==> src/rtl/serial_adder.sv <==
// Bit-serial WIDTH-bit adder: one full-adder cell is reused once per bit, LSB first,
// through a registered carry. Result is presented with a one-cycle done pulse.

module sc2_block (
  output logic s_out,
  output logic c_out,
  input  logic a_in,
  input  logic b_in,
  input  logic c_in
);
  assign s_out = a_in ^ b_in ^ c_in;
  assign c_out = (a_in & b_in) | (c_in & (a_in ^ b_in));
endmodule

module serial_adder #(
  parameter int WIDTH = 8
) (
  input  logic             clock,
  input  logic             reset,
  input  logic             start,
  input  logic [WIDTH-1:0] a_in,
  input  logic [WIDTH-1:0] b_in,
  input  logic             c_in,
  output logic             busy,
  output logic             done,
  output logic [WIDTH-1:0] s_out,
  output logic             c_out
);
  // One extra counter bit so WIDTH=1 and power-of-two widths reach LAST without wrapping.
  localparam int CW = $clog2(WIDTH) + 1;
  localparam logic [CW-1:0] LAST = CW'(WIDTH - 1);

  typedef enum logic [1:0] {
    IDLE = 2'b00,
    ADD  = 2'b01,
    DONE = 2'b10
  } state_t;

  state_t           state;
  logic [WIDTH-1:0] a_sr, b_sr, sum_sr, sum_next;
  logic             carry;
  logic [CW-1:0]    cnt;
  logic             fa_s, fa_c;

  sc2_block u_fa (
    .s_out (fa_s),
    .c_out (fa_c),
    .a_in  (a_sr[0]),
    .b_in  (b_sr[0]),
    .c_in  (carry)
  );

  // New sum bit enters at the MSB so after WIDTH shifts bit 0 lands at sum_sr[0].
  always_comb begin
    sum_next            = sum_sr >> 1;
    sum_next[WIDTH-1]   = fa_s;
  end

  always_ff @(posedge clock or posedge reset) begin
    if (reset) begin
      state  <= IDLE;
      a_sr   <= '0;
      b_sr   <= '0;
      sum_sr <= '0;
      carry  <= 1'b0;
      cnt    <= '0;
      busy   <= 1'b0;
      done   <= 1'b0;
      s_out  <= '0;
      c_out  <= 1'b0;
    end else begin
      case (state)
        IDLE: begin
          done <= 1'b0;
          busy <= 1'b0;
          if (start) begin
            a_sr   <= a_in;
            b_sr   <= b_in;
            carry  <= c_in;
            cnt    <= '0;
            sum_sr <= '0;
            busy   <= 1'b1;
            state  <= ADD;
          end
        end
        ADD: begin
          a_sr   <= a_sr >> 1;
          b_sr   <= b_sr >> 1;
          sum_sr <= sum_next;
          carry  <= fa_c;
          cnt    <= cnt + CW'(1);
          if (cnt == LAST) begin
            s_out <= sum_next;
            c_out <= fa_c;
            busy  <= 1'b0;
            done  <= 1'b1;
            state <= DONE;
          end
        end
        DONE: begin
          done  <= 1'b0;
          busy  <= 1'b0;
          state <= IDLE;
        end
        default: begin
          done  <= 1'b0;
          busy  <= 1'b0;
          state <= IDLE;
        end
      endcase
    end
  end
endmodule
==> config.mk <==
export PLATFORM = sky130hd
export DESIGN_NAME = serial_adder
export DESIGN_NICKNAME = d
export VERILOG_FILES = /design/src/rtl/serial_adder.sv
export SDC_FILE = /design/constraint.sdc
export NUM_CORES = 1
export LEC_CHECK = 0
export CAP_MARGIN = 20
export CORE_UTILIZATION = 35
export CTS_BUF_LIST = sky130_fd_sc_hd__clkbuf_16
export DETAILED_ROUTE_END_ITERATION = 10
export PLACE_DENSITY = 0.6
export SYNTH_ARGS = -nofsm -noshare
export SYNTH_HDL_FRONTEND = slang
export SYNTH_SLANG_ARGS = --single-unit
==> constraint.sdc <==
create_clock -name clock -period 1.4 [get_ports clock]
set_input_delay 0.28 -clock clock [delete_from_list [all_inputs] [get_ports clock]]
set_output_delay 0.28 -clock clock [all_outputs]
set_load 0.05 [all_outputs]
# Word-level counts from Yosys, hierarchy flattened
# Index checks and enable logic that the tools add are counted.
# W data, S select, Z words.
[word_totals] reg_bits=42 in_bits=20 out_inout_bits=11
[op_classes] add_sub_neg=1 eq_ne=4 muxes=18 n_bitwise=5 n_reduce_logical=5
[ops] cell="$pmux W8 S2" count=3
[ops] cell="$mux W8" count=3
[ops] cell="$pmux W4 S2" count=1
[ops] cell="$reduce_and A2 Y1" count=3
[ops] cell="$mux W1" count=5
[ops] cell="$add A4 B1 Y4 const B" count=1
[ops] cell="$eq A4 B3 Y1 const B" count=1
[ops] cell="$mux W2" count=2
[ops] cell="$mux W4" count=1
[ops] cell="$ne A2 B2 Y1 const B" count=2
[ops] cell="$pmux W1 S2" count=2
[ops] cell="$pmux W2 S2" count=1
[ops] cell="$and A1 B1 Y1" count=2
[ops] cell="$eq A2 B1 Y1 const B" count=1
[ops] cell="$logic_not A2 Y1" count=1
[ops] cell="$reduce_bool A2 Y1" count=1
[ops] cell="$xor A1 B1 Y1" count=2
[ops] cell="$or A1 B1 Y1" count=1

# Logic depth before layout (Yosys ltp)
[depth] depth_word=4 mapped_depth=4

# Hierarchy
# A second synthesis with hierarchy kept.
[hier_totals] hier_cells=162 area_unflattened_um2=1881.8
[by_module_without_submodules] module="serial_adder" instances=1 cells_each=161 area_each_um2=1861.8 seq_area_each_um2=1026.0
[by_module_without_submodules] module="sc2_block" instances=1 cells_each=1 area_each_um2=20.0 seq_area_each_um2=0.0

# Least setup slack after synthesis
# No wires, ideal clock.
[synth_timing] path_kind="reg-to-reg" start="register cnt[0]" end="register c_out" setup_ps=125 arrival_ps=1242 required_time_ps=1275 setup_slack_ps=33 stages_incl_launch_ff=5 path_buffers=0 cell_sequence="dfrtp_1 ha_1 nand3b_2 nor2_8 mux2_4"
[synth_between] elab_chain_len=2
[synth_rtl] item="start: declaration" line_no="42" rtl="logic [CW-1:0] cnt;"
[synth_rtl] item="start signal: assignment" line_no="91" rtl="cnt <= cnt + CW'(1);"
[synth_rtl] item="$eq A4 B3 Y1" line_no="92" rtl="if (cnt == LAST) begin"
[synth_rtl] item="$reduce_and A2 Y1 (no line)"
[synth_rtl] item="end signal: assignment" line_no="70" rtl="c_out <= 1'b0;"
[synth_rtl] item="end signal: assignment" line_no="94" rtl="c_out <= fa_c;"
[synth_rtl] item="end: declaration" line_no="27" rtl="output logic c_out"
# No other way between the ends.
# A chain may end at the register's enable or synchronous reset.

# Worst setup path after layout
[layout_timing] start="register cnt[1]" end="register s_out[1]"
[layout_between] elab_chain_len=2
[layout_rtl] item="$eq A4 B3 Y1" line_no="92"
[layout_rtl] item="$reduce_and A2 Y1 (no line)"
[layout_rtl] item="end signal: assignment" line_no="93" rtl="s_out <= sum_next;"
[layout_rtl] item="end: declaration" line_no="26" rtl="output logic [WIDTH-1:0] s_out,"
# No other way between the ends.

==> reports/qor.yml <==
route:
  wl_mm: 3.723
  dr.pass1.iters: 4
  drt_iter0_markers: 100
  ant_nets: 0
  wl_per_cell_um: 13.20
  vias: 1373
  viasPerCell: 4.869
  drc: 0
floorplan:
  core_area_um2: 5075
  die_w_um: 74.44
  dieArea_um2: 5541
  io-pin-count: 31
  die_h_um: 74.44
  start_util: 0.3619
  std_cell_rows: 26
global_routing:
  use_met3: 0.04472
  gr-total-overflow: 0
  grt.met1_usage: 0.2005
  antenna_found_initial: 0
  grt_pass1_wl_mm: 6.320
  busiest_layer: "met2"
  grt_max_degree: 42
  track_usage: 0.1533
  grt_pass1_vias: 1342
  grt_use_met2: 0.2442
cells_and_area:
  final_util: 0.5286
  area_growth_pct: 46.05
  mostFrequentLayoutCell: "dfrtp_1"
  multi_input_area_um2: 788.3
  final_cell_mix: "dfrtp_1, buf_4, clkdlybuf4s50_1"
  instances_no_fill: 282
  fillers: 464
  drive_gt1_frac: 0.2877
  fin_nets: 233
  diodes: 0
  regArea_um2: 1026
critical_path:
  crit_type: "reg -> reg"
  cp_max_fo: 5
  required_ps: 1570
  worstSetupStartpointType: "register"
  cp-end-kind: "register"
  cp.arrival_ps: 1520
timing:
  skew_ps: 8.919
  relSlewSlack: 0.8173
  rsz0062_at_grt: "false"
  finalHoldViolCount: 0
  worstMarginPinSlew_ps: 273.4
  fin_crit_sh: 0.9591
  clock.fmax_mhz: 744.7
  maxSlewViolCount: 0
  setup_viol: 0
  period_needed_ps: 1343
pwr:
  intPower_mw: 3.943
  switchingPower_mw: 2.246
  clock_power_share: 0.180
  max-vdd-ir-drop_mv: 0.8383
  p_leak_nw: 1.260
  total_power_mw: 6.188
  p_per_area_nw_per_um2: 2307
  switching_share: 0.3629
  p_comb_frac: 0.485
  pwr-share-seq: 0.335
cts:
  cts-hold-fix-buffers: 0
  clkTransAtPathRegs_ps: 60
  cts_sinks: 41
  numCtsBuffers: 5
  cts_buffer_depth: 2
  cts-root-buf: "clkbuf_16"
  cts_max_level: 2
  cts_tree: "built"
  worstSkewPairLatency_ps: 280
run:
  maxCapViolCount: 0
hold_path:
  hold_path_class: "in -> async"
synthesis:
  synth_cell_types: 30
  synthArstFlopShare: 1.000
  synth-main-ff-cell: "dfrtp_1"
  seq_area_frac_synth: 0.5586
  synth_area_um2: 1837
  synth_area_per_cell_um2: 11.70
  syn_inst: 157
  ys_ff_latch: 41
  synth_warnings: 0
  synth-edff-count: 0
  syn_nets: 179
placement:
  dp.cells: 269
  dp_hpwl_mm: 2.650
  portBuffers: 30
  gp_congestion: 0.7403
status:
  status: "completed"
-- logic make-up (layout without fill, tap and decap cells) --
family,count (synthesis),in the layout,synth area share
compound gates,53,53,0.1792
fa+ha+maj,2,2,0.01771
buf+inv,10,65,0.02656
flops,41,41,0.5586
mux,10,10,0.07902
simple gates,41,41,0.1390
-- state kept, by name (all words and copies together), names as in the netlist --
register	cells
c_out	1
b_sr	8
state	2
cnt	4
s_out	8
done	1
sum_sr	7
busy	1
carry	1
a_sr	8
-- worst paths after layout --
| check | start | end | depth (start not counted) | slack, ps |
|---|---|---|---|---|
| worst max-delay path | cnt[1] | s_out[1] | 5 | 60 |
| worst min-delay path | reset | b_sr[0] | 3 | 360 |
| worst max register to register | cnt[1] | s_out[1] | 5 | 60 |
| worst min register to register | b_sr[4] | b_sr[4] | 2 | 490 |
| max in group asynchronous | reset | carry | 3 | 850 |
| min in group clock | b_sr[4] | b_sr[4] | 2 | 490 |
-- critical path: stages, from the launching register on --
cell,delay (ps)
dfrtp_1,400
ha_4,170
nand3b_4,110
nor2_8,120
buf_6,140
mux2_4,290
-- power groups by stage --
stage / clock network (mW) / registers [mW] / logic [mW]
2_1_floorplan: 0 / 2.40 / 1.30
3_3_place_gp: 0 / 2.05 / 2.83
3_5_place_dp: 0 / 2.08 / 2.88
4_1_cts: 1.14 / 2.08 / 3.00
5_1_grt: 1.19 / 2.13 / 3.27
6_report: 1.11 / 2.07 / 3.00
-- what timing repair did --
item / in CTS / in global routing
pin swaps: 1 / 2
resized for setup: 4 / 4
setup buffers: 4 / 1
endpoints found under the setup margin: 9 / 8
-- area by class of cell --
type | count | share of cell area
Tap cell | 70 | 0.03265
Timing Repair Buffer | 56 | 0.2365
Multi-Input combinational cell | 106 | 0.2938
Clock inverter | 3 | 0.006530
Clock buffer | 5 | 0.04664
Inverter | 1 | 0.001399
Sequential cell | 41 | 0.3825
-- synthesized netlist by cell type (all sizes together), types with 2 or more instances --
master / instances / area share
a21oi: 15 / 0.041
a22o: 9 / 0.043
a22oi: 7 / 0.029
and3b: 9 / 0.043
buf: 8 / 0.022
dfrtp: 41 / 0.56
mux2: 9 / 0.074
nand2: 16 / 0.033
nand2b: 2 / 0.0082
nor2: 3 / 0.015
nor2b: 7 / 0.024
o21ai: 18 / 0.049
-- per-stage QoR --
step                setup TNS (ps)  instance area (um2)  setup WS, ps  hold WS (ps)
CTS                              0                 2666         4.362         361.1
floorplan                        0                 1837         32.71         455.9
detailed placement           -3769                 2460        -161.2         478.8
global placement             -2764                 2460        -124.9         470.9
global route                     0                 2683         9.259         387.8
finish                           0                 2683         57.20         356.6
-- routing by layer --
metal	vias up	wire, um
met2	43	1757
met5	-	0
met4	0	25
met3	5	207
met1	655	1732
li1	670	-
No activity file was read; power rests on OpenSTA's default activity.
